==> src/rtl/hcordic_pkg.sv <==
// ---------------------------------------------------------------------------
// hcordic_pkg
// Shared constants and types for the HCORDIC datapath stages.
//   - mode and idle encodings
//   - zout field positions {sign[35], exp[34:27], mant[26:0]}
//   - exponent value that marks a zero result
//   - sideband bundle that travels alongside a word through a stage
// ---------------------------------------------------------------------------
package hcordic_pkg;

    localparam int PROD_W = 50;
    localparam int MANT_W = 27;
    localparam int Z_W    = 36;

    localparam logic [1:0] MODE_LINEAR     = 2'b00;
    localparam logic [1:0] MODE_CIRCULAR   = 2'b01;
    localparam logic [1:0] MODE_HYPERBOLIC = 2'b11;

    localparam logic [1:0] IDLE_NO     = 2'b00;
    localparam logic [1:0] IDLE_ALLIGN = 2'b01;
    localparam logic [1:0] IDLE_PUT    = 2'b10;

    localparam int Z_SIGN    = 35;
    localparam int Z_EXP_HI  = 34;
    localparam int Z_EXP_LO  = 27;
    localparam int Z_MANT_HI = 26;

    localparam logic [7:0] EXP_ZERO = 8'h80;

    // Fields copied unmodified from stage to stage.
    typedef struct packed {
        logic [35:0] cout;
        logic [31:0] sout;
        logic [1:0]  mode;
        logic        operation;
        logic        natlog;
        logic [7:0]  tag;
    } sideband_t;

endpackage

==> src/rtl/normalise_product_if.sv <==
// ---------------------------------------------------------------------------
// normalise_product_if
// Bundle of the words entering (from the multiply stage) and leaving the
// normalise-product stage.
// Handshake: there is no ready. A word is taken on every rising clock edge
// where the shared enable is high; valid_* marks whether that word carries
// data. The producer must stall with the same enable.
// Modports:
//   master : upstream/test side, drives *_Multiply, observes *_NormaliseProd
//   slave  : the stage itself, reads *_Multiply, drives *_NormaliseProd
// ---------------------------------------------------------------------------
interface normalise_product_if;

    logic        valid_Multiply;
    logic [1:0]  idle_Multiply;
    logic [35:0] zout_Multiply;
    logic [49:0] productout_Multiply;
    logic [35:0] cout_Multiply;
    logic [31:0] sout_Multiply;
    logic [1:0]  modeout_Multiply;
    logic        operationout_Multiply;
    logic        NatLogFlagout_Multiply;
    logic [7:0]  InsTag_Multiply;

    logic        valid_NormaliseProd;
    logic [1:0]  idle_NormaliseProd;
    logic [35:0] zout_NormaliseProd;
    logic [35:0] cout_NormaliseProd;
    logic [31:0] sout_NormaliseProd;
    logic [1:0]  modeout_NormaliseProd;
    logic        operationout_NormaliseProd;
    logic        NatLogFlagout_NormaliseProd;
    logic [7:0]  InsTag_NormaliseProd;

    modport master (
        output valid_Multiply, idle_Multiply, zout_Multiply, productout_Multiply,
               cout_Multiply, sout_Multiply, modeout_Multiply, operationout_Multiply,
               NatLogFlagout_Multiply, InsTag_Multiply,
        input  valid_NormaliseProd, idle_NormaliseProd, zout_NormaliseProd,
               cout_NormaliseProd, sout_NormaliseProd, modeout_NormaliseProd,
               operationout_NormaliseProd, NatLogFlagout_NormaliseProd,
               InsTag_NormaliseProd
    );

    modport slave (
        input  valid_Multiply, idle_Multiply, zout_Multiply, productout_Multiply,
               cout_Multiply, sout_Multiply, modeout_Multiply, operationout_Multiply,
               NatLogFlagout_Multiply, InsTag_Multiply,
        output valid_NormaliseProd, idle_NormaliseProd, zout_NormaliseProd,
               cout_NormaliseProd, sout_NormaliseProd, modeout_NormaliseProd,
               operationout_NormaliseProd, NatLogFlagout_NormaliseProd,
               InsTag_NormaliseProd
    );

endinterface

==> src/rtl/lzc50.sv <==
// ---------------------------------------------------------------------------
// lzc50
// Combinational leading-zero counter for a 50-bit word.
// Ports:
//   i_data  [49:0] word to scan (MSB first)
//   o_count [5:0]  number of zeros above the first set bit; 50 when all zero
//   o_zero         high when i_data is all zero
// ---------------------------------------------------------------------------
module lzc50 (
    input  logic [49:0] i_data,
    output logic [5:0]  o_count,
    output logic        o_zero
);

    logic w_found;

    always_comb begin
        o_count = 6'd50;
        w_found = 1'b0;
        for (int i = 49; i >= 0; i--) begin
            if (!w_found && i_data[i]) begin
                o_count = 6'(49 - i);
                w_found = 1'b1;
            end
        end
    end

    assign o_zero = ~|i_data;

endmodule

==> src/rtl/normalise_product.sv <==
// ---------------------------------------------------------------------------
// normalise_product
// Two-register-stage normaliser that follows the HCORDIC multiply stage.
// Stage 1 registers the incoming word plus the leading-zero count and zero
// flag of the product. Stage 2 left-aligns the product, folds the dropped
// low bits into a sticky LSB, corrects the exponent and writes the result
// into the mantissa/exponent fields of zout. Words whose idle code is not
// no_idle pass zout through untouched.
// Ports:
//   clock   rising-edge clock
//   reset   synchronous active-high clear of every register
//   enable  advance both stages; low holds everything
//   bus     slave side of normalise_product_if (inputs *_Multiply,
//           outputs *_NormaliseProd)
// ---------------------------------------------------------------------------
module normalise_product
    import hcordic_pkg::*;
(
    input  logic                clock,
    input  logic                reset,
    input  logic                enable,
    normalise_product_if.slave  bus
);

    // Stage 1 registers
    logic        r_s1_valid;
    logic [1:0]  r_s1_idle;
    logic [35:0] r_s1_zout;
    logic [49:0] r_s1_prod;
    logic [5:0]  r_s1_lz;
    logic        r_s1_pzero;
    sideband_t   r_s1_sb;

    // Stage 2 registers (drive the outputs)
    logic        r_s2_valid;
    logic [1:0]  r_s2_idle;
    logic [35:0] r_s2_zout;
    sideband_t   r_s2_sb;

    logic [5:0]  w_lz;
    logic        w_pzero;
    sideband_t   w_in_sb;
    logic [49:0] w_shifted;
    logic [26:0] w_mant;
    logic [7:0]  w_exp;
    logic [35:0] w_zout;

    lzc50 u_lzc (
        .i_data  (bus.productout_Multiply),
        .o_count (w_lz),
        .o_zero  (w_pzero)
    );

    assign w_in_sb = '{
        cout:      bus.cout_Multiply,
        sout:      bus.sout_Multiply,
        mode:      bus.modeout_Multiply,
        operation: bus.operationout_Multiply,
        natlog:    bus.NatLogFlagout_Multiply,
        tag:       bus.InsTag_Multiply
    };

    always_ff @(posedge clock) begin
        if (reset) begin
            r_s1_valid <= 1'b0;
            r_s1_idle  <= 2'b00;
            r_s1_zout  <= '0;
            r_s1_prod  <= '0;
            r_s1_lz    <= '0;
            r_s1_pzero <= 1'b0;
            r_s1_sb    <= '0;
        end else if (enable) begin
            r_s1_valid <= bus.valid_Multiply;
            r_s1_idle  <= bus.idle_Multiply;
            r_s1_zout  <= bus.zout_Multiply;
            r_s1_prod  <= bus.productout_Multiply;
            r_s1_lz    <= w_lz;
            r_s1_pzero <= w_pzero;
            r_s1_sb    <= w_in_sb;
        end
    end

    // Normalisation. The shift count never exceeds 49 for a non-zero product,
    // so the leading one always lands in bit 49. The exponent subtract wraps
    // modulo 256 on purpose; there is no underflow handling at this stage.
    always_comb begin
        w_shifted = r_s1_prod << r_s1_lz;
        w_mant    = {w_shifted[49:24], w_shifted[23] | (|w_shifted[22:0])};
        w_exp     = r_s1_zout[Z_EXP_HI:Z_EXP_LO] - {2'b00, r_s1_lz};
        w_zout    = r_s1_zout;
        if (r_s1_idle == IDLE_NO) begin
            if (r_s1_pzero) begin
                w_zout = {r_s1_zout[Z_SIGN], EXP_ZERO, {MANT_W{1'b0}}};
            end else begin
                w_zout = {r_s1_zout[Z_SIGN], w_exp, w_mant};
            end
        end
    end

    always_ff @(posedge clock) begin
        if (reset) begin
            r_s2_valid <= 1'b0;
            r_s2_idle  <= 2'b00;
            r_s2_zout  <= '0;
            r_s2_sb    <= '0;
        end else if (enable) begin
            r_s2_valid <= r_s1_valid;
            r_s2_idle  <= r_s1_idle;
            r_s2_zout  <= w_zout;
            r_s2_sb    <= r_s1_sb;
        end
    end

    assign bus.valid_NormaliseProd         = r_s2_valid;
    assign bus.idle_NormaliseProd          = r_s2_idle;
    assign bus.zout_NormaliseProd          = r_s2_zout;
    assign bus.cout_NormaliseProd          = r_s2_sb.cout;
    assign bus.sout_NormaliseProd          = r_s2_sb.sout;
    assign bus.modeout_NormaliseProd       = r_s2_sb.mode;
    assign bus.operationout_NormaliseProd  = r_s2_sb.operation;
    assign bus.NatLogFlagout_NormaliseProd = r_s2_sb.natlog;
    assign bus.InsTag_NormaliseProd        = r_s2_sb.tag;

endmodule

==> src/flat_wrapper.sv <==
// flat-port wrapper written by rule: the top's interface ports become plain ports
module normalise_product_flat import hcordic_pkg::*;
  (clock, reset, enable, bus_valid_Multiply, bus_idle_Multiply, bus_zout_Multiply, bus_productout_Multiply, bus_cout_Multiply, bus_sout_Multiply, bus_modeout_Multiply, bus_operationout_Multiply, bus_NatLogFlagout_Multiply, bus_InsTag_Multiply, bus_valid_NormaliseProd, bus_idle_NormaliseProd, bus_zout_NormaliseProd, bus_cout_NormaliseProd, bus_sout_NormaliseProd, bus_modeout_NormaliseProd, bus_operationout_NormaliseProd, bus_NatLogFlagout_NormaliseProd, bus_InsTag_NormaliseProd);
  normalise_product_if bus_i ();
  input  logic clock;
  input  logic reset;
  input  logic enable;
  input wire logic [$bits(bus_i.valid_Multiply)-1:0] bus_valid_Multiply;
  input wire logic [$bits(bus_i.idle_Multiply)-1:0] bus_idle_Multiply;
  input wire logic [$bits(bus_i.zout_Multiply)-1:0] bus_zout_Multiply;
  input wire logic [$bits(bus_i.productout_Multiply)-1:0] bus_productout_Multiply;
  input wire logic [$bits(bus_i.cout_Multiply)-1:0] bus_cout_Multiply;
  input wire logic [$bits(bus_i.sout_Multiply)-1:0] bus_sout_Multiply;
  input wire logic [$bits(bus_i.modeout_Multiply)-1:0] bus_modeout_Multiply;
  input wire logic [$bits(bus_i.operationout_Multiply)-1:0] bus_operationout_Multiply;
  input wire logic [$bits(bus_i.NatLogFlagout_Multiply)-1:0] bus_NatLogFlagout_Multiply;
  input wire logic [$bits(bus_i.InsTag_Multiply)-1:0] bus_InsTag_Multiply;
  output wire logic [$bits(bus_i.valid_NormaliseProd)-1:0] bus_valid_NormaliseProd;
  output wire logic [$bits(bus_i.idle_NormaliseProd)-1:0] bus_idle_NormaliseProd;
  output wire logic [$bits(bus_i.zout_NormaliseProd)-1:0] bus_zout_NormaliseProd;
  output wire logic [$bits(bus_i.cout_NormaliseProd)-1:0] bus_cout_NormaliseProd;
  output wire logic [$bits(bus_i.sout_NormaliseProd)-1:0] bus_sout_NormaliseProd;
  output wire logic [$bits(bus_i.modeout_NormaliseProd)-1:0] bus_modeout_NormaliseProd;
  output wire logic [$bits(bus_i.operationout_NormaliseProd)-1:0] bus_operationout_NormaliseProd;
  output wire logic [$bits(bus_i.NatLogFlagout_NormaliseProd)-1:0] bus_NatLogFlagout_NormaliseProd;
  output wire logic [$bits(bus_i.InsTag_NormaliseProd)-1:0] bus_InsTag_NormaliseProd;
  assign bus_i.valid_Multiply = bus_valid_Multiply;
  assign bus_i.idle_Multiply = bus_idle_Multiply;
  assign bus_i.zout_Multiply = bus_zout_Multiply;
  assign bus_i.productout_Multiply = bus_productout_Multiply;
  assign bus_i.cout_Multiply = bus_cout_Multiply;
  assign bus_i.sout_Multiply = bus_sout_Multiply;
  assign bus_i.modeout_Multiply = bus_modeout_Multiply;
  assign bus_i.operationout_Multiply = bus_operationout_Multiply;
  assign bus_i.NatLogFlagout_Multiply = bus_NatLogFlagout_Multiply;
  assign bus_i.InsTag_Multiply = bus_InsTag_Multiply;
  assign bus_valid_NormaliseProd = bus_i.valid_NormaliseProd;
  assign bus_idle_NormaliseProd = bus_i.idle_NormaliseProd;
  assign bus_zout_NormaliseProd = bus_i.zout_NormaliseProd;
  assign bus_cout_NormaliseProd = bus_i.cout_NormaliseProd;
  assign bus_sout_NormaliseProd = bus_i.sout_NormaliseProd;
  assign bus_modeout_NormaliseProd = bus_i.modeout_NormaliseProd;
  assign bus_operationout_NormaliseProd = bus_i.operationout_NormaliseProd;
  assign bus_NatLogFlagout_NormaliseProd = bus_i.NatLogFlagout_NormaliseProd;
  assign bus_InsTag_NormaliseProd = bus_i.InsTag_NormaliseProd;
  normalise_product u_core (.clock(clock), .reset(reset), .enable(enable), .bus(bus_i));
endmodule
==> config.mk <==
export PLATFORM = sky130hd
export DESIGN_NAME = normalise_product_flat
export DESIGN_NICKNAME = d
export VERILOG_FILES = /design/src/rtl/hcordic_pkg.sv /design/src/rtl/normalise_product_if.sv /design/src/rtl/lzc50.sv /design/src/rtl/normalise_product.sv /design/src/flat_wrapper.sv
export SDC_FILE = /design/constraint.sdc
export NUM_CORES = 1
export LEC_CHECK = 0
export CORE_MARGIN = 5
export CORE_UTILIZATION = 52
export DETAILED_ROUTE_END_ITERATION = 16
export GPL_TIMING_DRIVEN = 1
export PLACE_DENSITY_LB_ADDON = 0.2
export SLEW_MARGIN = 20
export SYNTH_ARGS = -nofsm -noshare
export SYNTH_HDL_FRONTEND = slang
export SYNTH_SLANG_ARGS = --single-unit
export TNS_END_PERCENT = 100
==> constraint.sdc <==
create_clock -name clock -period 3.2 [get_ports clock]
set_input_delay 0.32 -clock clock [delete_from_list [all_inputs] [get_ports clock]]
set_output_delay 0.32 -clock clock [all_outputs]
set_load 0.005 [all_outputs]
# --- Word level (Yosys, flattened, before mapping) ---
# Index checks and enable logic that the tools add are counted.
word_totals:
  ramBits: 0
  rom_bits: 0
  latchBits: 0
  regBits: 295
  memories: 0
classes:
  multipliers: 0
  n_bitwise: 1
  n_shift: 1
  n_eq_ne: 0
  n_mux: 101
  n_reduce_logical: 102
  order_cmp: 0
  add_sub_neg: 1
  div: 0
op_table:
  columns: ["cell", "n"]
  rows:
  - ["$mux W6", 50]
  - ["$mux W35", 2]
  - ["$logic_not A1 Y1", 50]
  - ["$reduce_or A50 Y1", 1]
  - ["$shl A50 B6 Y50", 1]
  - ["$logic_and A1 B1 Y1", 49]
  - ["$mux W1", 49]
  - ["$reduce_or A23 Y1", 1]
  - ["$sub A8 B6 Y8", 1]
  - ["$logic_not A2 Y1", 1]
  - ["$or A1 B1 Y1", 1]

# --- Depth between registers and ports, before layout ---
depth:
  word_depth: 148
  mapped_depth: 13
  mapped_depth_nobuf: 12

# --- Hierarchy ---
# A second synthesis with hierarchy kept.
hier_totals:
  cells_unflattened: 1543
  hier_area_um2: 14546.5
modules_own_cells:
  columns: ["module", "seq_area_each_um2", "area_per_inst_um2", "cells_each", "n_inst"]
  rows:
  - ["normalise_product", 5905.7, 13809.5, 1425, 1]
  - ["lzc50", 0.0, 737.0, 118, 1]

# --- Worst setup path after synthesis ---
# No wires, ideal clock.
synth_path:
  path_type: "flip-flop to flip-flop"
  from: "reg u_core.r_s1_lz[1]"
  to: "reg u_core.r_s2_zout[34], in the netlist u_core.bus.zout_NormaliseProd[34]"
  arrival_time_ns: 2.767
  setup_ns: 0.091
  slack_ns: 0.342
  period_less_slack_ns: 2.858
  stages_incl_launch_ff: 14
  path_cell_list: "dfxtp_1 > buf_2 > buf_2 > buf_4 > inv_1 > ha_1 > nor2b_1 > o21ai_0 > a21boi_0 > o21ai_0 > nand2b_1 > a2111oi_0 > xnor2_1 > a311oi_1"
synth_between:
  elab_chain_len: 3
synth_rtl:
  columns: ["element", "line", "text"]
  rows:
  - ["from (decl)", "normalise_product.sv:30", "logic [5:0] r_s1_lz;"]
  - ["from (signal assigned)", "normalise_product.sv:77", "r_s1_lz <= w_lz;"]
  - ["$sub A8 B6 Y8", "normalise_product.sv:89", "w_exp = r_s1_zout[Z_EXP_HI:Z_EXP_LO] - {2'b00, r_s1_lz};"]
  - ["$mux W35", "normalise_product.sv:92", "if (r_s1_pzero) begin"]
  - ["$mux W35", "normalise_product.sv:91", "if (r_s1_idle == IDLE_NO) begin"]
  - ["to (signal assigned)", "normalise_product.sv:109", "r_s2_zout <= w_zout;"]
  - ["to (decl)", "normalise_product.sv:37", "logic [35:0] r_s2_zout;"]
# No other way between the ends.
# A chain may end at the register's enable or synchronous reset.

# --- Worst setup path after layout ---
# Same ends and word-level chain as after synthesis.

==> flow_summary_export.csv <==
group,metric,value,unit
outcome,status,"finished, final reports clean",
layout,nets,1979,
layout,drive_gt1_frac,0.08662,
placed_design,pre_cts_slack,0.1489,ns
global_route,grt_pass1_vias,12050,
layout,post-route-util,0.6878,
routing,via_per_inst,5.636,
global_route,grt_pass1_wl,65050,um
critical_path,r2r_cells,10,
pwr,finalPower,9.396,mW
logic_synthesis,ys_async_sr_fraction,0,
pwr,peakVddDrop,0.4823,mV
placed_design,place_congestion,0.9626,
min_path,hold_class,"in -> reg",
logic_synthesis,synth_top_cell_area_share,0.4156,
pwr,power_density,506.9,nW/um^2
routing,drtIter0Drc,993,
routing,first_pass_iters,8,
routing,wire_per_inst,18.98,um
global_route,antenna_found_initial,7,
timing,tightest_slew,0.7496,ns
timing,holdWs,0.1698,ns
floorplanning,rows,60,
critical_path,rr_startpoint,"u_core.r_s1_lz[1]",
routing,ant_nets,0,
timing,fin_crit,2.857,ns
clock_network,cts_tree,"yes",
clock_network,numCtsBuffers,31,
critical_path,cp-start-kind,"flop",
clock_network,post_cts_resized,0,
timing,timing.final.crit_share,0.8929,
critical_path,cp-end-kind,"flop",
floorplanning,start_util,0.5273,
floorplanning,die_x,175.3,um
clock_network,clkTransAtPathRegs,0.07,ns
global_route,grt_max_degree,145,
logic_synthesis,syn_area,14210,sq um
timing,maxClockFrequency,350.0,MHz
logic_synthesis,ys.flop_type,"dfxtp_1",
clock_network,cts_sinks,295,
floorplanning,core_area,26950,sq um
logic_synthesis,synth_edf_count,0,
logic_synthesis,synth_cells,1562,
critical_path,critical_path_arrival,3.34,ns
timing,drv_slew,0,
critical_path,r2r_slack,0.34,ns
floorplanning,die_y,175.3,um
clock_network,postCtsSetupBuffers,0,
logic_synthesis,ys_seq_area_frac,0.4156,
routing,remaining_drc_errors,0,
layout,areaGrowthSynthToFinish,30.45,%
floorplanning,num_io_pins,291,
critical_path,crit_fanout,16,
clock_network,hold_buffers,0,
clock_network,cts-root-buf,"clkbuf_16",
placed_design,portBuffers,290,
logic_synthesis,yosys_warnings,0,
critical_path,critPathKind,"reg -> reg",
clock_network,ctsLongestPathBuffers,3,
timing,final_hold_viol_count,0,
layout,multi_input_area,7779,sq um
global_route,overflow,0,
clock_network,htree_levels,1,
layout,fillers,2139,
timing,skew,0.01530,ns
logic_synthesis,netlist.top_cell.by_area,"dfxtp_1",
global_route,grtUsageTotal,0.2582,
logic_synthesis,postSynthRegisterBits,295,
timing,finalWorstSetupSlack,0.3427,ns
routing,drt_wl_total,41140,um
routing,num_vias,12220,
floorplanning,dieArea,30730,sq um
critical_path,required,3.68,ns
critical_path,r2r_end,"u_core.bus.zout_NormaliseProd[34]",
critical_path,endpoint,"u_core.bus.zout_NormaliseProd[34]",
layout,seq_area,5908,sq um
logic_synthesis,ys_types,69,
flow_run,cap_viol_max_count,0,
clock_network,clk_latency,0.57,ns
critical_path,startpoint,"u_core.r_s1_lz[1]",
pwr,leakage,7.736,nW
placed_design,hpwlAfterDp,30280,um
logic_synthesis,syn_nets,1741,
timing,setup_viol,0,
timing,slew_headroom,0.4992,
logic_synthesis,ys_top_cells_by_area,"dfxtp_1 (42%), mux2i_1 (22%), nor2_1 (9.4%)",
logic_synthesis,syn_area_per_cell,9.097,sq um
critical path, cell delays in order (launching register included):
cell,delay [ns]
dfxtp_2,0.57
inv_1,0.23
ha_1,0.33
nor2b_1,0.12
o21ai_0,0.20
a21boi_0,0.16
o21ai_0,0.19
nand2b_1,0.11
a2111oi_1,0.50
xnor2_1,0.11
a311oi_1,0.25
state kept, by name, indices dropped and copies added (netlist names), 6 cells and up:
| register | flops |
|---|---|
| u_core.r_s1_sb | 80 |
| u_core.r_s1_prod | 50 |
| u_core.bus.cout_NormaliseProd | 36 |
| u_core.bus.zout_NormaliseProd | 36 |
| u_core.r_s1_zout | 36 |
| u_core.bus.sout_NormaliseProd | 32 |
| u_core.bus.InsTag_NormaliseProd | 8 |
| u_core.r_s1_lz | 6 |
worst min path at each step:
stage,to,depth (start not counted),slack [ns],start
CTS,u_core.bus.cout_NormaliseProd[35],2,0.15,reset
detailed placement,u_core.bus.zout_NormaliseProd[21],2,0.47,u_core.bus.zout_NormaliseProd[21]
global route,u_core.bus.cout_NormaliseProd[35],2,0.17,reset
floorplan,u_core.r_s1_prod[49],2,0.46,u_core.r_s1_prod[49]
global placement,u_core.bus.zout_NormaliseProd[21],2,0.47,u_core.bus.zout_NormaliseProd[21]
finish,u_core.bus.cout_NormaliseProd[35],2,0.17,reset
report_power, final:
group	switching (mW)	internal [mW]	leakage [nW]
combinational	0.685	0.742	4.75
clock	1.50	2.45	0.559
sequential	0.150	3.88	2.43
total	2.33	7.06	7.74
Yosys cell counts, types with 4 or more instances:
library cell,n
nor3_1,28
mux4_2,32
nand3_1,10
nor4_1,11
buf_1,41
nor2_1,354
ha_1,6
clkbuf_1,60
dfxtp_1,295
nand2_1,136
or3_1,8
mux2_2,16
a311oi_1,6
mux2i_1,306
buf_2,11
inv_2,4
o21ai_0,29
or2_2,9
a221oi_1,11
a31oi_1,7
nor2b_1,6
a21oi_1,49
a22oi_1,18
o211ai_1,13
inv_1,15
a211oi_1,13
layout by cell type (no fill, tap or decap), drive strengths merged, types with 3 or more instances in the layout:
cell type	count
nor2	354
mux2i	306
dfxtp	295
clkdlybuf4s50	288
nand2	136
a21oi	49
clkbuf	44
mux4	32
o21ai	32
buf	31
nor3	28
inv	20
a22oi	18
mux2	16
a211oi	14
o211ai	13
a221oi	12
nor4	12
nand3	10
or2	10
or3	8
a31oi	7
nor2b	7
a311oi	6
ha	6
bufinv	6
clkinv	6
diode	3
a311o	3
o31ai	3
o22ai	3
a211o	3
or4	3
nand2b	3
a2111oi	3
final cells by class:
class                           count  area share
Antenna cell                        3   0.0004050
Clock buffer                       43     0.04860
Clock inverter                     14     0.01296
Inverter                           20    0.004050
Multi-Input combinational cell   1132      0.4196
Sequential cell                   295      0.3187
Tap cell                          341     0.02302
Timing Repair Buffer              320      0.1726
layer usage:
metal  global-route usage  share of wire  vias up
li1                     -              -     5958
met1               0.3163           0.40     5714
met2               0.4295           0.48      440
met3              0.08588          0.090       96
met4              0.08674          0.037       10
met5                    0         0.0016        -
cells by family after synthesis:
logic type,after synthesis,share of synthesized area
muxes,354,0.2789
xor gates and xnor gates,4,0.002466
AOI/OAI and AO/OA,187,0.08955
buffers and inverters,135,0.03742
and+or+nand+nor,580,0.1693
DFF,295,0.4156
adders and majority gates,7,0.006692
through the flow:
step	instance area, sq um	setup TNS [ns]	cells
floorplan	14210	0	1562
CTS	18530	0	2165
global route	18530	-0.01460	2167
detailed placement	17390	0	2108
finish	18540	0	2168
global placement	17390	0	2108
(Power assumes the default switching activity.)
